--- src/rtl/bit_serial_adder_if.sv ---
// Handshake and operand/result bundle for the bit-serial adder.
// The master drives the operands and start; the slave returns busy, done and the result.
interface bit_serial_adder_if #(
  parameter int WIDTH = 8
);
  logic             start;
  logic [WIDTH-1:0] a_in;
  logic [WIDTH-1:0] b_in;
  logic             cin;
  logic             busy;
  logic             done;
  logic [WIDTH-1:0] sum_out;
  logic             cout;

  modport master (
    output start, a_in, b_in, cin,
    input  busy, done, sum_out, cout
  );

  modport slave (
    input  start, a_in, b_in, cin,
    output busy, done, sum_out, cout
  );
endinterface

--- src/rtl/bit_serial_adder.sv ---
// LSB-first bit-serial adder: one full-adder evaluation per clock with a registered carry.
// Operands load in parallel on start; sum_out/cout are registered and update only with done.
module bit_serial_adder #(
  parameter int WIDTH = 8,
  parameter int CNT_W = 6
) (
  input  logic               clk,
  input  logic               rst_n,
  bit_serial_adder_if.slave  bus
);

  typedef enum logic [0:0] {
    IDLE  = 1'b0,
    SHIFT = 1'b1
  } state_t;

  // Returns {carry, sum} for one bit position.
  function automatic logic [1:0] full_add(input logic a, input logic b, input logic c);
    full_add = {(a & b) | (b & c) | (c & a), a ^ b ^ c};
  endfunction

  // Shift a new sum bit into the MSB; written without a slice so WIDTH=1 stays legal.
  function automatic logic [WIDTH-1:0] shift_in(input logic s, input logic [WIDTH-1:0] v);
    logic [WIDTH-1:0] r;
    r            = v >> 1;
    r[WIDTH-1]   = s;
    shift_in     = r;
  endfunction

  state_t           state_q, state_d;
  logic [WIDTH-1:0] a_q, a_d;
  logic [WIDTH-1:0] b_q, b_d;
  logic [WIDTH-1:0] s_q, s_d;
  logic             carry_q, carry_d;
  logic [CNT_W-1:0] cnt_q, cnt_d;
  logic [WIDTH-1:0] sum_q, sum_d;
  logic             cout_q, cout_d;
  logic             busy_q, busy_d;
  logic             done_q, done_d;
  logic [1:0]       fa_s;

  assign fa_s = full_add(a_q[0], b_q[0], carry_q);

  // Next-state and datapath for IDLE/SHIFT; done defaults low so it pulses for one cycle.
  always_comb begin
    state_d = state_q;
    a_d     = a_q;
    b_d     = b_q;
    s_d     = s_q;
    carry_d = carry_q;
    cnt_d   = cnt_q;
    sum_d   = sum_q;
    cout_d  = cout_q;
    done_d  = 1'b0;
    case (state_q)
      IDLE: begin
        if (bus.start) begin
          a_d     = bus.a_in;
          b_d     = bus.b_in;
          carry_d = bus.cin;
          cnt_d   = {CNT_W{1'b0}};
          state_d = SHIFT;
        end else begin
          state_d = IDLE;
        end
      end
      SHIFT: begin
        s_d     = shift_in(fa_s[0], s_q);
        a_d     = a_q >> 1;
        b_d     = b_q >> 1;
        carry_d = fa_s[1];
        cnt_d   = cnt_q + {{(CNT_W-1){1'b0}}, 1'b1};
        if (cnt_q == CNT_W'(WIDTH - 1)) begin
          sum_d   = shift_in(fa_s[0], s_q);
          cout_d  = fa_s[1];
          done_d  = 1'b1;
          state_d = IDLE;
        end else begin
          state_d = SHIFT;
        end
      end
      default: begin
        state_d = IDLE;
      end
    endcase
    busy_d = (state_d == SHIFT);
  end

  // State, datapath and registered outputs; reset discards any in-flight addition.
  always_ff @(posedge clk or negedge rst_n) begin
    if (!rst_n) begin
      state_q <= IDLE;
      a_q     <= {WIDTH{1'b0}};
      b_q     <= {WIDTH{1'b0}};
      s_q     <= {WIDTH{1'b0}};
      carry_q <= 1'b0;
      cnt_q   <= {CNT_W{1'b0}};
      sum_q   <= {WIDTH{1'b0}};
      cout_q  <= 1'b0;
      busy_q  <= 1'b0;
      done_q  <= 1'b0;
    end else begin
      state_q <= state_d;
      a_q     <= a_d;
      b_q     <= b_d;
      s_q     <= s_d;
      carry_q <= carry_d;
      cnt_q   <= cnt_d;
      sum_q   <= sum_d;
      cout_q  <= cout_d;
      busy_q  <= busy_d;
      done_q  <= done_d;
    end
  end

  assign bus.busy    = busy_q;
  assign bus.done    = done_q;
  assign bus.sum_out = sum_q;
  assign bus.cout    = cout_q;

endmodule

--- src/flat_wrapper.sv ---
// flat-port wrapper written by rule: the top's interface ports become plain ports
module bit_serial_adder_flat 
#(
  parameter int WIDTH = 8,
  parameter int CNT_W = 6
)
  (clk, rst_n, bus_start, bus_a_in, bus_b_in, bus_cin, bus_busy, bus_done, bus_sum_out, bus_cout);
  bit_serial_adder_if #(.WIDTH(WIDTH)) bus_i ();
  input  logic clk;
  input  logic rst_n;
  input wire logic [$bits(bus_i.start)-1:0] bus_start;
  input wire logic [$bits(bus_i.a_in)-1:0] bus_a_in;
  input wire logic [$bits(bus_i.b_in)-1:0] bus_b_in;
  input wire logic [$bits(bus_i.cin)-1:0] bus_cin;
  output wire logic [$bits(bus_i.busy)-1:0] bus_busy;
  output wire logic [$bits(bus_i.done)-1:0] bus_done;
  output wire logic [$bits(bus_i.sum_out)-1:0] bus_sum_out;
  output wire logic [$bits(bus_i.cout)-1:0] bus_cout;
  assign bus_i.start = bus_start;
  assign bus_i.a_in = bus_a_in;
  assign bus_i.b_in = bus_b_in;
  assign bus_i.cin = bus_cin;
  assign bus_busy = bus_i.busy;
  assign bus_done = bus_i.done;
  assign bus_sum_out = bus_i.sum_out;
  assign bus_cout = bus_i.cout;
  bit_serial_adder #(.WIDTH(WIDTH), .CNT_W(CNT_W)) u_core (.clk(clk), .rst_n(rst_n), .bus(bus_i));
endmodule
--- config.mk ---
export PLATFORM = sky130hd
export DESIGN_NAME = bit_serial_adder_flat
export DESIGN_NICKNAME = d
export VERILOG_FILES = /design/src/rtl/bit_serial_adder_if.sv /design/src/rtl/bit_serial_adder.sv /design/src/flat_wrapper.sv
export SDC_FILE = /design/constraint.sdc
export NUM_CORES = 1
export LEC_CHECK = 0
export CORE_MARGIN = 2
export CORE_UTILIZATION = 65
export CTS_BUF_LIST = sky130_fd_sc_hd__clkbuf_4 sky130_fd_sc_hd__clkbuf_8 sky130_fd_sc_hd__clkbuf_16
export DETAILED_ROUTE_END_ITERATION = 12
export DONT_BUFFER_PORTS = 1
export GPL_TIMING_DRIVEN = 0
export HOLD_SLACK_MARGIN = 0.05
export PLACE_DENSITY = 0.81
export SLEW_MARGIN = 15
export SYNTH_ARGS = -nofsm -noshare
export SYNTH_HDL_FRONTEND = slang
export SYNTH_SLANG_ARGS = --single-unit
export TNS_END_PERCENT = 10
--- constraint.sdc ---
create_clock -name clk -period 2.6 [get_ports clk]
set_input_delay 0.65 -clock clk [delete_from_list [all_inputs] [get_ports clk]]
set_output_delay 0.65 -clock clk [all_outputs]
set_load 0.01 [all_outputs]
==> results.ini, run 1 <==
[power]
p_sw_share_pct = 34.3
comb_power_share_pct = 27.7
p_leak_nw = 0.910
peakVddDrop_mv = 0.786
p_seq_share_pct = 55.4
p_switching_w = 0.000666
cellInternalPower_w = 0.00127
power_density_nw_per_um2 = 1040
clkPwrFrac_pct = 16.9

[cells_and_area]
syn_to_final_growth_pct = 6.62
drive_gt1_share_pct = 20.0
fin_util_pct = 74.3
nFillCells = 179
nNetsFinal = 167
diodes = 0

[critical_path]
cpPeakStageDelay_ns = 0.41
critPathSlowestCell = dfrtp_1
rrSetupSlack_ns = 0.97
cp_num_buf_inv = 0
crit_cells = 4
reg2reg_depth = 4
critPathMaxFanout = 10
critical_path_class = flop to flop
crit_chain = ha_1, nor4b_4, nand3_4, mux2_4
crit_path_end_kind = flop
crit_required_ns = 2.84
start_kind = flop
cp_data_arrival_time_ns = 1.87
crit_family = simple AND/OR/NAND/NOR gates

[global_routing]
grt_pass1_vias = 1148
overflow = 0
grt_start_max_net_pins = 42
track_usage_pct = 21.8
antenna_found_initial = 0
grt_pass1_wl_um = 5160

[clock_tree]
cts_tree = yes
clock-sinks = 41
cts_root_buffer = clkbuf_4
cts_made_buffers = 5
clock_latency_ns = 0.35
cts_buffer_depth = 2
ctsResizeCount = 0
htreeDepth = 2
path_clk_slew_ns = 0.12

[sta]
clock.fmax_ghz = 0.615
tns_ns = 0
min_period_ns = 1.63
hold_ws_ns = 0.115
worstMarginPinSlew_ns = 0.483
clock_skew_ns = 0.0160
finalHoldViolCount = 0
setup_viol = 0
rsz0062_at_grt = false
slew_headroom_pct = 67.8
maxSlewViolCount = 0
finalCritPeriodShare_pct = 62.6

[synthesis]
ys_warn_count = 0
syn_area_per_cell_um2 = 12.8
synth_fp_nets = 159
yosysTopAreaCellShare_pct = 58.4
syn_inst = 137
synthTopCellsByArea = dfrtp_1 (58%), mux2i_1 (10%), mux2_2 (8.3%), o21ai_0 (4.8%), nand2_1 (3.6%)
seq_area_frac_synth_pct = 58.4
synth.distinct_cells = 24
yosys.area.top_type = dfrtp_1
synth_seq_cells = 41
synth_area_um2 = 1760

[floorplanning]
die_y_um = 56.0
start_util_pct = 69.6
ios = 31
die_x_um = 56.0
dieArea_um2 = 3130
coreArea_um2 = 2520
core.rowCount = 18

[detailed_routing]
ant_nets = 0
routed_wl_um = 2940
initialDrtViolationCount = 17
viasPerCell = 6.11
first_pass_iters = 4
routedWlPerCell_um = 16.8
vias = 1069
drc = 0

[placement]
port-buffer-count = 0
globalplace.congestion = 0.789
dpl.hpwl_um = 1990

[run]
drv_cap = 0

[hold_path]
min-delay-path-class = primary input to asynchronous set/reset pin

[run_status]
status = finished clean

## metal layers
layer,GRT usage [%],vias to the layer above,wire length (um),share of wire (%)
li1,-,495,-,-
met2,37.3,28,1490,51
met4,10.2,0,65,2.2
met3,6.05,8,152,5.2
met1,25.1,538,1230,42
met5,0,-,0,0
## cells by family after synthesis
| group | count (synthesis) | share of synthesized area [%] |
|---|---|---|
| AOI/OAI and AO/OA | 22 | 7.05 |
| adders and majority gates | 2 | 1.85 |
| muxes | 34 | 21.2 |
| buffers and inverters | 8 | 1.92 |
| xor gates and xnor gates | 2 | 0.997 |
| and+or+nand+nor | 28 | 8.62 |
| DFF | 41 | 58.4 |
## worst paths after layout
check	from	endpoint
min in group clk	bus_a_in[7]	u_core.a_q[7]$_DFFE_PN0P_
hold reg to reg	u_core.b_q[1]$_DFFE_PN0P_	u_core.b_q[0]$_DFFE_PN0P_
setup reg to reg	u_core.cnt_q[0]$_DFFE_PN0P_	u_core.bus.sum_out[1]$_DFFE_PN0P_
setup / recovery	u_core.cnt_q[0]$_DFFE_PN0P_	u_core.bus.sum_out[1]$_DFFE_PN0P_
hold / removal	rst_n	u_core.cnt_q[3]$_DFFE_PN0P_
max in group asynchronous	rst_n	u_core.b_q[6]$_DFFE_PN0P_
## through the flow
step | instances | worst slack, ns | power [W] | area (um^2)
2_1_floorplan | 137 | 1.16 | 0.00148 | 1760
3_3_place_gp | 167 | 1.02 | 0.00157 | 1790
3_5_place_dp | 167 | 0.992 | 0.00161 | 1790
4_1_cts | 175 | 0.961 | 0.00196 | 1870
5_1_grt | 175 | 0.855 | 0.00208 | 1870
6_report | 175 | 0.973 | 0.00194 | 1870
## power by group through the flow
stage / combinational, W / sequential, W / clock [W]
detailed placement: 0.000526 / 0.00109 / 0
global route: 0.000613 / 0.00111 / 0.000360
finish: 0.000537 / 0.00108 / 0.000327
global placement: 0.000495 / 0.00107 / 0
floorplan: 0.000443 / 0.00104 / 0
CTS: 0.000546 / 0.00107 / 0.000338
## what timing repair did
action	in CTS	in global routing
buffers inserted	0	0
hold endpoints to repair	41	0
hold buffers	1	0
## flip-flops by register name (all words and copies together) (netlist names)
register / flops
u_core.cnt_q: 6
u_core.b_q: 8
u_core.bus.done: 1
u_core.state_q: 1
u_core.bus.cout: 1
u_core.carry_q: 1
u_core.bus.sum_out: 8
u_core.s_q: 7
u_core.a_q: 8
## placed cells by master, fill, tap and decap left out, types with 5 or more instances in the layout
cell	n
clkbuf_4	5
nand2_1	17
mux2i_1	18
dfrtp_1	41
mux2_2	13
o21ai_0	17
## cell type report
class	count	area [um^2]	share of cell area, %
Timing Repair Buffer	1	20.0	1.07
Multi-Input combinational cell	88	697	37.2
Tap cell	30	37.5	2.00
Sequential cell	41	1030	54.8
Clock inverter	1	7.51	0.401
Clock buffer	6	51.3	2.74
Buffer	7	30.0	1.60
Inverter	1	3.75	0.200
## cell usage after synthesis, drive strengths merged
cell type,instances
xor2,1
xnor2,1
nor4b,1
nand4,1
nand2b,3
o211ai,1
a31oi,1
buf,4
o31ai,1
a22o,2
ha,1
fa,1
dfrtp,41
clkbuf,3
nand3,3
inv,1
o21ai,17
mux2,16
mux2i,18
nand2,17
nor2,3
Power figures use the tool's default switching activity.
==> inputs of run 2 (changes only) <==
--- a/config.mk
+++ b/config.mk
@@ -6,13 +6,13 @@
 export NUM_CORES = 1
 export LEC_CHECK = 0
 export CORE_MARGIN = 2
-export CORE_UTILIZATION = 65
+export CORE_UTILIZATION = 61
 export CTS_BUF_LIST = sky130_fd_sc_hd__clkbuf_4 sky130_fd_sc_hd__clkbuf_8 sky130_fd_sc_hd__clkbuf_16
 export DETAILED_ROUTE_END_ITERATION = 12
 export DONT_BUFFER_PORTS = 1
 export GPL_TIMING_DRIVEN = 0
 export HOLD_SLACK_MARGIN = 0.05
-export PLACE_DENSITY = 0.81
+export PLACE_DENSITY = 0.77
 export SLEW_MARGIN = 15
 export SYNTH_ARGS = -nofsm -noshare
 export SYNTH_HDL_FRONTEND = slang
==> constraint.sdc (replaced) <==
create_clock -name clk -period 1.6 [get_ports clk]
set_input_delay 0.4 -clock clk [delete_from_list [all_inputs] [get_ports clk]]
set_output_delay 0.4 -clock clk [all_outputs]
set_load 0.01 [all_outputs]
==> run 2 against run 1 <==
  * Final area increased by 3.3%
  * Clock-buffer cell count increased by 2
  * Total power increased by 70%
  * Global-route usage increased by 0.44 points
  * Utilization decreased by 4.1 points
  * Sequential power increased by 64%
  * First-iteration DRC count increased to 3.7 times the previous value
  * Clock power increased by 61%
  * Cell count increased by 4.0%
  * Register-to-register slack got worse by 0.88 ns
  * Critical path type unchanged
  * Critical endpoint unchanged
  * Largest cell class unchanged
==> results.ini, run 2 (synthesis results as in run 1) <==
[cells_and_area]
multi_input_area_um2 = 719
nNetsFinal = 172
instances_no_fill = 182
layout_commonest_cell = dfrtp_1
nFillCells = 212
fin_util_pct = 70.1
seq_area_um2 = 1030
drive_gt1_share_pct = 25.2
diodes = 0
syn_to_final_growth_pct = 10.1
layout_common_cells = dfrtp_1 (40), mux2i_1 (18), nand2_1 (17), o21ai_0 (17), mux2_2 (13)

[global_routing]
antenna_found_initial = 0
track_usage_pct = 22.2
grt_pass1_wl_um = 5370
grt_start_max_net_pins = 42
overflow = 0
grt_pass1_vias = 1138

[detailed_routing]
drc = 0
first_pass_iters = 4
initialDrtViolationCount = 63
viasPerCell = 6.07
ant_nets = 0
routedWlPerCell_um = 17.9
vias = 1105
routed_wl_um = 3260

[critical_path]
timing.rr.end = u_core.bus.sum_out[1]$_DFFE_PN0P_
crit_path_end = u_core.bus.sum_out[1]$_DFFE_PN0P_
rrSetupSlack_ns = 0.09
critPathLaunch = u_core.cnt_q[0]$_DFFE_PN0P_
critical_path_class = flop to flop
crit_chain = ha_4, nor4b_4, buf_4, nand3_4, mux2_4
critPathSlowestCell = dfrtp_1
cp_data_arrival_time_ns = 1.74
critPathMaxFanout = 5
crit_required_ns = 1.83
crit_path_end_kind = flop
reg2reg_depth = 5
worstReg2RegStart = u_core.cnt_q[0]$_DFFE_PN0P_
start_kind = flop
cpPeakStageDelay_ns = 0.41

[sta]
clock_skew_ns = 0.00465
finalCritPeriodShare_pct = 94.4
worstMarginPinSlew_ns = 0.482
fin_ws_ns = 0.0892
setup_viol = 0
clock.fmax_ghz = 0.662
finalHoldViolCount = 0
slew_headroom_pct = 67.9
maxSlewViolCount = 0
min_period_ns = 1.51

[floorplanning]
die_x_um = 57.7
coreArea_um2 = 2760
die_y_um = 57.7
core.rowCount = 19
ios = 31
start_util_pct = 63.7
dieArea_um2 = 3330

[clock_tree]
cts_tree = yes
clock_latency_ns = 0.34
cts_root_buffer = clkbuf_4
htreeDepth = 2
cts_made_buffers = 5
clock-sinks = 41
cts_buffer_depth = 2
path_clk_slew_ns = 0.11

[placement]
placedCellCount = 168
port-buffer-count = 0
dpl.hpwl_um = 2120
place_ws_ns = -0.0408
globalplace.congestion = 0.789

[power]
comb_power_share_pct = 30.4
power_density_nw_per_um2 = 1700
p_leak_nw = 0.941
clkPwrFrac_pct = 16.0
p_sw_share_pct = 34.3
cellInternalPower_w = 0.00216
p_seq_share_pct = 53.6
p_switching_w = 0.00113
peakVddDrop_mv = 1.30
power.total_w = 0.00329

[hold_path]
min-delay-path-class = primary input to flop

[run_status]
status = finished clean

[run]
drv_cap = 0

[run 2: what timing repair did]
item                       in CTS  in global routing
gates resized for setup         1                  5
gates cloned                    1                  0
hold buffers                    2                  0
setup endpoints to repair       9                 26
hold endpoints to repair       41                  0
buffers inserted                2                  1
pin swaps                       1                  0
[run 2: routing by layer]
layer | GRT usage (%) | routed length [um]
met3 | 8.04 | 172
met2 | 35.4 | 1630
met5 | 0 | 0
met1 | 28.1 | 1410
met4 | 8.31 | 55
[run 2: layout make-up]
type                       instances  share of cell area [%]
tap                               31                    2.01
clock buffer                       8                    3.10
buffer                             7                    1.68
inverter                           1                   0.194
sequential                        41                    53.1
timing repair buffer               5                    2.72
multi-input combinational         89                    37.2
[run 2: worst min path at each step]
stage,start,to,depth (start not counted)
finish,bus_b_in[7],u_core.b_q[7]$_DFFE_PN0P_,2
CTS,bus_b_in[7],u_core.b_q[7]$_DFFE_PN0P_,2
global route,bus_a_in[7],u_core.a_q[7]$_DFFE_PN0P_,2
detailed placement,rst_n,u_core.bus.sum_out[5]$_DFFE_PN0P_,0
floorplan,rst_n,u_core.a_q[0]$_DFFE_PN0P_,0
global placement,rst_n,u_core.bus.done$_DFF_PN0_,0
[run 2: power groups by stage]
stage                     sequential [W]  clock (W)  combinational [W]
after CTS                        0.00175   0.000549           0.000964
after global routing             0.00182   0.000581            0.00112
after detailed placement         0.00176          0           0.000886
final                            0.00177   0.000525            0.00100
after global placement           0.00174          0           0.000816
after floorplan                  0.00168          0           0.000720
[run 2: worst max-delay path, delay by kind of cell, from the launching register on]
kind,cells,cell delay (ns)
mux,1,0.33
buf+inv,1,0.18
simple gates,2,0.31
fa+ha+maj,1,0.17
flops,1,0.41
[run 2: through the flow]
stage               setup TNS, ns  hold slack [ns]  area [um^2]
floorplan                       0            0.104         1760
global placement                0            0.105         1800
detailed placement         -0.251            0.105         1800
CTS                             0            0.198         1910
global route             -0.00531            0.193         1930
finish                          0            0.212         1930
==> inputs of run 3 (changes only) <==
--- a/config.mk
+++ b/config.mk
@@ -6,13 +6,13 @@
 export NUM_CORES = 1
 export LEC_CHECK = 0
 export CORE_MARGIN = 2
-export CORE_UTILIZATION = 61
+export CORE_UTILIZATION = 55
 export CTS_BUF_LIST = sky130_fd_sc_hd__clkbuf_4 sky130_fd_sc_hd__clkbuf_8 sky130_fd_sc_hd__clkbuf_16
 export DETAILED_ROUTE_END_ITERATION = 12
 export DONT_BUFFER_PORTS = 1
 export GPL_TIMING_DRIVEN = 0
 export HOLD_SLACK_MARGIN = 0.05
-export PLACE_DENSITY = 0.77
+export PLACE_DENSITY = 0.73
 export SLEW_MARGIN = 15
 export SYNTH_ARGS = -nofsm -noshare
 export SYNTH_HDL_FRONTEND = slang
==> constraint.sdc (replaced) <==
create_clock -name clk -period 1.35 [get_ports clk]
set_input_delay 0.3375 -clock clk [delete_from_list [all_inputs] [get_ports clk]]
set_output_delay 0.3375 -clock clk [all_outputs]
set_load 0.01 [all_outputs]
==> run 3 against run 2 <==
  * The flow now finishes with violations (setup timing)
  * Setup slack got worse by 0.25 ns
  * Register-to-register slack lost 0.25 ns
  * Clock power increased by 16%
  * Final area rose by 2.5%
  * Clock skew rose by 0.0064 ns
  * Critical path type unchanged
==> results.ini, run 3 (synthesis results as in run 1) <==
[run_status]
status = finished with violations
violations = setup timing

[sta]
rsz0062_at_grt = true
finalHoldViolCount = 0
maxSlewViolCount = 0
worstMarginPinSlew_ns = 0.372
clock.fmax_ghz = 0.664
tns_ns = -1.17
slew_headroom_pct = 75.2
clock_skew_ns = 0.0110
finalCritPeriodShare_pct = 112
min_period_ns = 1.51
setup_viol = 9
fin_ws_ns = -0.157

[clock_tree]
cts_made_buffers = 5
clock_latency_ns = 0.35
htreeDepth = 2
cts_buffer_depth = 2
clock-sinks = 41
path_clk_slew_ns = 0.12
cts_tree = yes
cts_root_buffer = clkbuf_4

[hold_path]
min-delay-path-class = primary input to flop
min_from = bus_a_in[7]
min_to = u_core.a_q[7]$_DFFE_PN0P_
min_path_cells = 2

[placement]
dpl.hpwl_um = 2200
globalplace.congestion = 0.723
postPlaceCellArea_um2 = 1810
port-buffer-count = 0

[critical_path]
start_kind = flop
critPathMaxFanout = 5
critical_path_class = flop to flop
cp_data_arrival_time_ns = 1.76
rrSetupSlack_ns = -0.16
critPathSlowestCell = dfrtp_1
crit_path_end_kind = flop
cp_num_buf_inv = 1
crit_required_ns = 1.60
timing.rr.end = u_core.bus.sum_out[1]$_DFFE_PN0P_
crit_family = flip-flops
reg2reg_depth = 5
worstReg2RegStart = u_core.cnt_q[0]$_DFFE_PN0P_
cpPeakStageDelay_ns = 0.42
crit_chain = ha_4, nor4b_4, buf_4, nand3_4, mux2_4

[global_routing]
antenna_found_initial = 0
grt_start_max_net_pins = 42
grt_pass1_wl_um = 5240
overflow = 0
grt_pass1_vias = 1069
track_usage_pct = 20.1

[cells_and_area]
layout_commonest_cell = dfrtp_1
seq_area_um2 = 1030
layout_common_cells = dfrtp_1 (39), mux2i_1 (18), nand2_1 (17), o21ai_0 (17), mux2_2 (13)
final_design_area_no_fill_um2 = 1980
nFillCells = 263
multi_input_area_um2 = 727
nNetsFinal = 174
diodes = 0
syn_to_final_growth_pct = 12.8
drive_gt1_share_pct = 27.5

[floorplanning]
core.rowCount = 20
coreArea_um2 = 3050
die_x_um = 60.5
ios = 31
dieArea_um2 = 3660
start_util_pct = 57.5
die_y_um = 60.5

[power]
p_leak_nw = 0.947
power_density_nw_per_um2 = 2000
peakVddDrop_mv = 1.09

[detailed_routing]
first_pass_iters = 4
ant_nets = 0
vias = 1080
routedWlPerCell_um = 16.4
viasPerCell = 5.48
initialDrtViolationCount = 28
routed_wl_um = 3220
drc = 0

[run]
drv_cap = 0

## run 3: final cells by class
cell class,count,share of cell area [%]
Multi-Input combinational cell,89,36.7
Buffer,7,2.02
Clock buffer,6,2.27
Tap cell,44,2.78
Sequential cell,41,51.9
Inverter,1,0.189
Clock inverter,2,0.758
Timing Repair Buffer,7,3.41
## run 3: stage by stage
step                      util (%)  cells  hold slack, ns  power (W)  setup slack, ns
after floorplan                  -    137          0.0419    0.00285          -0.0888
after CTS                     64.6    196           0.146    0.00396           -0.136
after global routing          64.9    197           0.128    0.00425           -0.220
after detailed placement      59.4    181          0.0427    0.00315           -0.262
after global placement        59.4    181          0.0427    0.00304           -0.196
final                         64.9    197           0.155    0.00396           -0.157
## run 3: timing repair
action,in CTS,in global routing
cloned,1,0
hold endpoints to repair,41,0
resized for setup,8,1
endpoints found under the setup margin,32,17
pin swaps,2,1
hold buffers,2,0
buffers inserted,4,1
## run 3: worst max path at each step
stage,start,end,slack (ns),depth (start not counted)
after floorplan,u_core.cnt_q[0]$_DFFE_PN0P_,u_core.bus.sum_out[1]$_DFFE_PN0P_,-0.09,4
after global placement,u_core.cnt_q[0]$_DFFE_PN0P_,u_core.bus.sum_out[2]$_DFFE_PN0P_,-0.20,4
after detailed placement,u_core.cnt_q[0]$_DFFE_PN0P_,u_core.bus.sum_out[1]$_DFFE_PN0P_,-0.26,4
after CTS,u_core.cnt_q[0]$_DFFE_PN0P_,u_core.bus.sum_out[5]$_DFFE_PN0P_,-0.14,5
after global routing,u_core.cnt_q[0]$_DFFE_PN0P_,u_core.bus.sum_out[5]$_DFFE_PN0P_,-0.22,5
final,u_core.cnt_q[0]$_DFFE_PN0P_,u_core.bus.sum_out[1]$_DFFE_PN0P_,-0.16,5
## run 3: power by group
| group | leakage (nW) | internal [W] | total (W) | switching (W) |
|---|---|---|---|---|
| Sequential | 0.540 | 0.00166 | 0.00210 | 0.000443 |
| Combinational | 0.379 | 0.000687 | 0.00124 | 0.000556 |
| Clock | 0.0279 | 0.000224 | 0.000608 | 0.000385 |
| Total | 0.947 | 0.00257 | 0.00396 | 0.00138 |
## run 3: routing by layer
metal | global-route usage [%] | part of all wire [%] | vias to the layer above
li1 | - | - | 509
met1 | 26.3 | 43 | 545
met2 | 31.2 | 52 | 21
met3 | 7.04 | 3.7 | 5
met4 | 7.76 | 1.3 | 0
met5 | 0 | 0 | -
## run 3: worst reg2reg max path: stages, from the launching register on
cell	delay [ns]
dfrtp_1	0.42
ha_4	0.16
nor4b_4	0.18
buf_4	0.19
nand3_4	0.14
mux2_4	0.33
